File: config.mk
export PLATFORM = sky130hd
export DESIGN_NAME = pcm_to_i2s
export DESIGN_NICKNAME = d
export VERILOG_FILES = /design/src/rtl/pcm_to_i2s_pkg.sv /design/src/rtl/pcm_to_i2s_deser.sv /design/src/rtl/pcm_to_i2s.sv
export SDC_FILE = /design/constraint.sdc
export NUM_CORES = 1
export LEC_CHECK = 0
export CAP_MARGIN = 10
export CORE_MARGIN = 3
export CORE_UTILIZATION = 35
export DETAILED_ROUTE_END_ITERATION = 8
export PLACE_DENSITY = 0.57
export SLEW_MARGIN = 0
export SYNTH_ARGS = -nofsm -noshare
export SYNTH_HDL_FRONTEND = slang
export SYNTH_SLANG_ARGS = --single-unit
File: constraint.sdc
create_clock -name BCK -period 2.2 [get_ports BCK]
set_input_delay 0.33 -clock BCK [delete_from_list [all_inputs] [get_ports BCK]]
set_output_delay 0.33 -clock BCK [all_outputs]
set_load 0.05 [all_outputs]
File: src/rtl/pcm_to_i2s_pkg.sv
// Shared widths, lock-state encoding and frame-length helper for the PCM1702-to-I2S loopback.
// Pure definitions; no logic, no latency, no backpressure.
package pcm_to_i2s_pkg;

    localparam int DEF_IN_BITS   = 20;
    localparam int DEF_OUT_BITS  = 24;
    localparam int DEF_SLOT_BITS = 32;

    typedef enum logic [1:0] {
        ST_SEARCH  = 2'd0,
        ST_ACQUIRE = 2'd1,
        ST_LOCKED  = 2'd2
    } lock_state_e;

    // One full I2S frame (left + right slot) equals one LEIN period when locked.
    function automatic int good_period(input int slot_bits);
        return 2 * slot_bits;
    endfunction

endpackage

File: src/rtl/pcm_to_i2s_deser.sv
// Right-justified serial-to-parallel for one channel; the bit sampled on the latch edge is the LSB.
// Word valid the edge after the latch event; free-running on the bit clock, no backpressure.
module pcm_to_i2s_deser
    import pcm_to_i2s_pkg::*;
#(
    parameter int IN_BITS = DEF_IN_BITS
) (
    input  logic               clk_i,
    input  logic               rst_i,
    input  logic               din_i,
    input  logic               e0_i,
    output logic [IN_BITS-1:0] word_o
);

    logic [IN_BITS-1:0] sr_q, sr_d;
    logic [IN_BITS-1:0] word_q, word_d;

    always_comb begin
        sr_d   = {sr_q[IN_BITS-2:0], din_i};
        word_d = e0_i ? sr_d : word_q;
    end

    always_ff @(posedge clk_i) begin
        if (rst_i) begin
            sr_q   <= '0;
            word_q <= '0;
        end else begin
            sr_q   <= sr_d;
            word_q <= word_d;
        end
    end

    assign word_o = word_q;

endmodule

File: src/rtl/pcm_to_i2s.sv
// Recovers L/R samples from a PCM1702-style LEIN/DATAIN feed and re-serialises them as I2S on BCK.
// Latency: E0 + 1 BCK to frame start, E0 + 2 BCK to left MSB; no backpressure, muted until locked.
module pcm_to_i2s
    import pcm_to_i2s_pkg::*;
#(
    parameter int IN_BITS   = DEF_IN_BITS,
    parameter int OUT_BITS  = DEF_OUT_BITS,
    parameter int SLOT_BITS = DEF_SLOT_BITS
) (
    input  logic BCK,
    input  logic RST,
    input  logic LEIN,
    input  logic DATAINL,
    input  logic DATAINR,
    output logic LRCKOUT,
    output logic DATAOUT,
    output logic LOCKED,
    output logic LED1
);

    localparam int FRAME_BITS = good_period(SLOT_BITS);
    localparam int BW         = $clog2(FRAME_BITS);
    localparam int PW         = BW + 2;

    localparam logic [BW-1:0] BIT_LAST = BW'(FRAME_BITS - 1);
    localparam logic [BW-1:0] BIT_HALF = BW'(SLOT_BITS);
    localparam logic [PW-1:0] PER_GOOD = PW'(FRAME_BITS);
    localparam logic [PW-1:0] PER_SAT  = '1;

    logic                 le_q;
    logic                 e0;
    logic [IN_BITS-1:0]   word_l, word_r;
    logic [OUT_BITS-1:0]  out_l, out_r;
    logic [SLOT_BITS-1:0] slot_word;
    logic                 slot_start;
    logic                 per_good, per_over;

    logic [PW-1:0]        per_q, per_d;
    logic [BW-1:0]        bit_cnt_q, bit_cnt_d;
    logic                 lrck_q, lrck_d;
    logic                 dout_q, dout_d;
    logic [SLOT_BITS-1:0] out_sr_q, out_sr_d;
    lock_state_e          state_q;
    logic                 locked_q;
    logic                 led_q;

    assign e0 = le_q & ~LEIN;

    pcm_to_i2s_deser #(.IN_BITS(IN_BITS)) u_deser_l (
        .clk_i  (BCK),
        .rst_i  (RST),
        .din_i  (DATAINL),
        .e0_i   (e0),
        .word_o (word_l)
    );

    pcm_to_i2s_deser #(.IN_BITS(IN_BITS)) u_deser_r (
        .clk_i  (BCK),
        .rst_i  (RST),
        .din_i  (DATAINR),
        .e0_i   (e0),
        .word_o (word_r)
    );

    always_comb begin
        per_good = (per_q == PER_GOOD);
        per_over = (per_q > PER_GOOD);
        // Counter holds "edges since last E0" so a good E0 sees exactly the frame length.
        if (e0)
            per_d = PW'(1);
        else if (per_q == PER_SAT)
            per_d = per_q;
        else
            per_d = per_q + PW'(1);

        // An E0 landing on the wrap edge simply yields 0 once: realign and wrap coincide.
        bit_cnt_d  = (e0 || (bit_cnt_q == BIT_LAST)) ? '0 : bit_cnt_q + BW'(1);
        lrck_d     = (bit_cnt_q >= BIT_HALF);
        slot_start = (bit_cnt_q == '0) || (bit_cnt_q == BIT_HALF);

        out_l     = OUT_BITS'(word_l) << (OUT_BITS - IN_BITS);
        out_r     = OUT_BITS'(word_r) << (OUT_BITS - IN_BITS);
        slot_word = (bit_cnt_q == '0) ? {out_l, {(SLOT_BITS - OUT_BITS){1'b0}}}
                                      : {out_r, {(SLOT_BITS - OUT_BITS){1'b0}}};

        // Mute is decided once per slot so a lock change never produces a partial word.
        if (slot_start)
            out_sr_d = locked_q ? slot_word : '0;
        else
            out_sr_d = {out_sr_q[SLOT_BITS-2:0], 1'b0};
        dout_d = out_sr_q[SLOT_BITS-1];
    end

    always_ff @(posedge BCK) begin
        if (RST) begin
            le_q      <= 1'b0;
            per_q     <= '0;
            bit_cnt_q <= '0;
            lrck_q    <= 1'b0;
            dout_q    <= 1'b0;
            out_sr_q  <= '0;
        end else begin
            le_q      <= LEIN;
            per_q     <= per_d;
            bit_cnt_q <= bit_cnt_d;
            lrck_q    <= lrck_d;
            dout_q    <= dout_d;
            out_sr_q  <= out_sr_d;
        end
    end

    always_ff @(posedge BCK) begin
        if (RST) begin
            state_q  <= ST_SEARCH;
            locked_q <= 1'b0;
            led_q    <= 1'b1;
        end else begin
            case (state_q)
                ST_SEARCH: begin
                    if (e0)
                        state_q <= ST_ACQUIRE;
                end
                ST_ACQUIRE: begin
                    if (e0 && per_good) begin
                        state_q  <= ST_LOCKED;
                        locked_q <= 1'b1;
                        led_q    <= 1'b0;
                    end else if (!e0 && per_over) begin
                        state_q <= ST_SEARCH;
                    end
                end
                ST_LOCKED: begin
                    if (e0 ? !per_good : per_over) begin
                        state_q  <= ST_SEARCH;
                        locked_q <= 1'b0;
                        led_q    <= 1'b1;
                    end
                end
                default: begin
                    state_q  <= ST_SEARCH;
                    locked_q <= 1'b0;
                    led_q    <= 1'b1;
                end
            endcase
        end
    end

    assign LRCKOUT = lrck_q;
    assign DATAOUT = dout_q;
    assign LOCKED  = locked_q;
    assign LED1    = led_q;

endmodule

After elaboration in Yosys (flattened, before gate mapping)

Cells that the tools add are included.

Flip-flop bits (word level): 131
Latch bits: 0
RAM bits: 0
Bits in read-only memories: 0
Input bits: 5
Output and inout port bits: 4
Word-level logic and storage cells: 65
Memories kept: 0

Add/sub/neg operators: 2
$mul: 0
Div/mod/pow operators: 0
Magnitude comparators: 2
Eq/ne operators: 11
Shift operators: 0
Mux-type cells: 17
Bitwise operators: 5
Reduce and logical (&&, ||, !) cells: 13

Operators by type and width:

| cell                | number |
|---|---|
| $mux 32             | 3 |
| $eq 6x6->1 const B  | 2 |
| $add 8x1->8 const B | 1 |
| $eq 8x7->1 const B  | 1 |
| $eq 8x8->1 const B  | 1 |
| $gt 8x7->1 const B  | 1 |
| $mux 2              | 4 |
| $ne 2x2->1 const B  | 4 |
| $mux 1              | 7 |
| $add 6x1->6 const B | 1 |
| $ge 6x6->1 const B  | 1 |
| $logic_not 6->1     | 1 |
| $pmux 1 s3          | 2 |
| $pmux 2 s3          | 1 |
| $reduce_and 3->1    | 2 |
| $not 1->1           | 4 |
| $reduce_or 2->1     | 2 |
| $ne 3x3->1 const B  | 1 |
| $reduce_or 3->1     | 1 |
| $eq 2x1->1 const B  | 1 |
| $eq 2x2->1 const B  | 1 |
| $logic_and 1x1->1   | 2 |
| $logic_not 1->1     | 2 |
| $logic_not 2->1     | 1 |
| 2 further kinds     | 3 |

Logic depth before layout (Yosys ltp)

Gate-level depths: netlist of the first run.

Depth after elaboration: 7
Depth in mapped cells: 6

Hierarchy

Synthesis of the first run repeated with hierarchy kept, for this count alone.

Cells, all modules: 423
Area, all modules: 4379.2 sq um

By module, submodules not included:

| module           | times used | cells an instance | area an instance (sq um) |
|---|---|---|---|
| pcm_to_i2s_deser | 2          | 104               | 1229.9 |
| pcm_to_i2s       | 1          | 215               | 1919.3 |

Worst setup path after synthesis of the first run

Ideal clock, no wire load.

Path type: flip-flop to flip-flop
Start: register per_q[2]
End: register led_q (netlist: LED1)
Data arrival time: 1331 ps
Required time: 2078 ps
Slack: 747 ps
Stages on the path, launching flop included: 5
Buffers on the path: 0
Period minus slack after synthesis: 1453 ps
Cell sequence: dfxtp_1 or4_1 o32ai_2 inv_2 a221o_1

Word-level cells in the longest chain between the ends: 5
Elaborated cells on any way between the ends: 8
Classes of those cells: 1 x order compare; 3 x eq/ne; 1 x mux; 3 x reduce/logical

RTL lines:

| what                                                               | line              | RTL |
|---|---|---|
| start, declared                                                    | pcm_to_i2s.sv:38  | `logic [PW-1:0] per_q, per_d;` |
| start signal, assigned                                             | pcm_to_i2s.sv:104 | `per_q <= per_d;` |
| parallel branches: the longest is 4 deep, another holds $gt 8x7->1 | -                 |  |
| $reduce_and 3->1 (no source line) (*)                              | -                 |  |
| end signal, assigned                                               | pcm_to_i2s.sv:127 | `led_q <= 1'b0;` |
| end signal, assigned                                               | pcm_to_i2s.sv:136 | `led_q <= 1'b1;` |
| end signal, assigned                                               | pcm_to_i2s.sv:142 | `led_q <= 1'b1;` |
| end, declared                                                      | pcm_to_i2s.sv:45  | `logic led_q;` |

Mark *: on every way between the ends.
A chain may end at the register's enable or synchronous reset.

Final worst setup path of the first run

Start: register led_q (netlist: LED1)
End: output port LED1

RTL lines:

| what                   | line              | RTL |
|---|---|---|
| start signal, assigned | pcm_to_i2s.sv:116 | `led_q <= 1'b1;` |
| start signal, assigned | pcm_to_i2s.sv:127 |  |
| start signal, assigned | pcm_to_i2s.sv:136 |  |
| end, declared          | pcm_to_i2s.sv:18  | `output logic LED1` |

No word-level cell between the ends.

==> flow_summary.ini, run 1 <==
[clock_network]
cts_root_buffer = clkbuf_16
cts.sinks = 119
clk_pin_slew_ns = 0.05
clockBufferDepth = 2
cts_buffers = 17
insertion_delay_ns = 0.41
cts_setup_buffers = 0
holdBufCountCts = 0
h-tree-depth = 4
cts_tree = yes
cts_resized = 0

[placement]
hpwl_um = 4490
gp_congestion = 0.788
pre_cts_slack_ns = 0.332
io_buffers = 8

[sta]
tns_ns = 0
slew_viol_final = 0
max_freq_ghz = 0.533
period_needed_ns = 1.88
finalCritPeriodShare = 0.854
timing.final.ws_setup_ns = 0.322
tightest_slew_ns = 0.681
rsz0062_at_grt = false
finClkSkew_ns = 0.00482
slew_headroom = 0.546
hold_violations = 0
final-setup-viol-count = 0

[global_route]
grt_start_max_net_pins = 32
grt_pass1_wl_um = 12800
antenna_found_initial = 0
grt_usage = 0.125
overflow = 0
grt_pass1_vias = 2657

[setup_path]
worstPathCellList = clkdlybuf4s50_1
cp-end-kind = output pin
startpoint_type = register
crit_type = register to output pin
critPathMaxFanout = 2
critical-path-top-delay-family = buffers and inverters
path_buf_inv = 1
required_ns = 1.87
max_stage_delay_ns = 0.81
critical_path_arrival_ns = 1.55
cpMaxStageDelayCell = clkdlybuf4s50_1

[worst_hold_path]
hold_path.class = input pin to register

[die]
coreArea_um2 = 11200
rows = 38
die_y_um = 115
start_util = 0.369
ioPinCount = 9
dieArea_um2 = 13100
die_w_um = 115

[routing]
drc = 0
via_per_inst = 4.92
vias = 2711
drt_wl_total_um = 7370
wl_per_cell_um = 13.4
dr.pass1.iters = 4
ant_nets = 0
drt-initial-drc-count = 143

[synthesis]
synth_area_um2 = 4120
yosysUniqueCellTypes = 42
ys_ff_latch = 119
syn_avg_cell_area_um2 = 10.6
synth_ff_type = dfxtp_1
synth_cells = 388
syn_nets = 397
yosysWarnings = 0
synth-edff-count = 0
async_flop_share = 0
synth_sequential_area_ratio = 0.578

[power]
p_comb_frac = 0.042
power_frac_clock = 0.508
ir_worst_vdd_uv = 780
power.switching_w = 0.00105
p_sw_frac = 0.211
p_int_w = 0.00393
seq_power_share = 0.450
powerDensity_nw_per_um2 = 1020
p_leak_nw = 2.03

[layout]
syn_to_final_growth_pct = 18.7
drive_above_1_share = 0.158
fin_nets = 409
antennaDiodeCount = 0
finish.utilization = 0.438

[flow_run]
maxCapViolations = 0

[run_status]
status = complete, no violations
[power groups by stage]
stage / clock [W] / combinational, W / sequential, W
after floorplan: 0 / 0.000161 / 0.00228
after global placement: 0 / 0.000208 / 0.00228
after detailed placement: 0 / 0.000212 / 0.00229
after CTS: 0.00258 / 0.000213 / 0.00224
after global routing: 0.00268 / 0.000236 / 0.00225
final: 0.00253 / 0.000209 / 0.00224
[worst paths after layout]
path	startpoint	endpoint	slack, ns	cells after the start
max	LED1	LED1	0.32	1
min	RST	le_q	0.33	2
max reg2reg	bit_cnt_q[0]	out_sr_q[24]	0.50	5
min reg2reg	out_sr_q[26]	out_sr_q[27]	0.43	2
[area by class of cell]
class                      count  area (um2)
clock buffer                  19         433
clock inverter                11         110
fill                        1049        6280
inverter                       8        30.0
multi-input combinational    236        1620
sequential                   119        2380
tap                          140         175
timing repair buffer          18         148
[per-stage QoR]
stage / std cells / area, um2 / hold slack (ns) / total power, W
6_report: 551 / 4890 / 0.329 / 0.00498
5_1_grt: 551 / 4890 / 0.358 / 0.00516
4_1_cts: 551 / 4890 / 0.316 / 0.00504
3_5_place_dp: 521 / 4350 / 0.425 / 0.00250
3_3_place_gp: 521 / 4350 / 0.421 / 0.00249
2_1_floorplan: 388 / 4120 / 0.414 / 0.00244
[cell families after synthesis]
family	share of synthesized area
xor gates and xnor gates	0.0128
and+or+nand+nor	0.165
muxes	0.0568
adders and majority gates	0.0121
DFF	0.578
buffers and inverters	0.0325
AOI/OAI and AO/OA	0.143
[Yosys cell counts (3+ instances only)]
cell type	count	area share
a21oi_1	26	0.032
a31oi_1	3	0.0046
buf_2	5	0.0061
clkbuf_1	18	0.016
dfxtp_1	119	0.58
ha_1	4	0.012
inv_1	7	0.0064
mux2_2	19	0.052
nand2_1	27	0.025
nand2b_1	3	0.0046
nand3_1	25	0.030
nor2_1	13	0.012
nor2b_1	43	0.065
o21ai_0	4	0.0049
o22a_1	38	0.081
xnor2_1	3	0.0064
xor2_1	3	0.0064
[placed cells by master (no fill, tap or decap), drive strengths merged, types with 12 or more instances in the layout]
| cell | n |
|---|---|
| clkbuf | 19 |
| a21oi | 26 |
| dfxtp | 119 |
| mux2 | 19 |
| o22a | 38 |
| nand2 | 27 |
| buf | 12 |
| nor2 | 13 |
| nand3 | 25 |
| nor2b | 43 |
[metal layers]
metal / share of wire / vias to the layer above / GRT usage
met5: 0 / - / 0
met4: 0.020 / 0 / 0.0594
met3: 0.030 / 16 / 0.0433
met2: 0.45 / 29 / 0.195
met1: 0.50 / 1279 / 0.153
li1: - / 1387 / -
[registers in the layout, indices dropped and copies added, names as in the netlist]
signal            cells
u_deser_l.sr_q       19
state_q               2
le_q                  1
LED1                  1
DATAOUT               1
LRCKOUT               1
u_deser_r.sr_q       19
LOCKED                1
u_deser_r.word_o     20
u_deser_l.word_o     20
per_q                 8
bit_cnt_q             6
out_sr_q             20
(Power assumes the default switching activity.)
==> inputs of run 2 (changes only) <==
- CAP_MARGIN: 10 -> 20
==> results of run 2 <==
Final layout, timing and power as in run 1 (identical DEF).
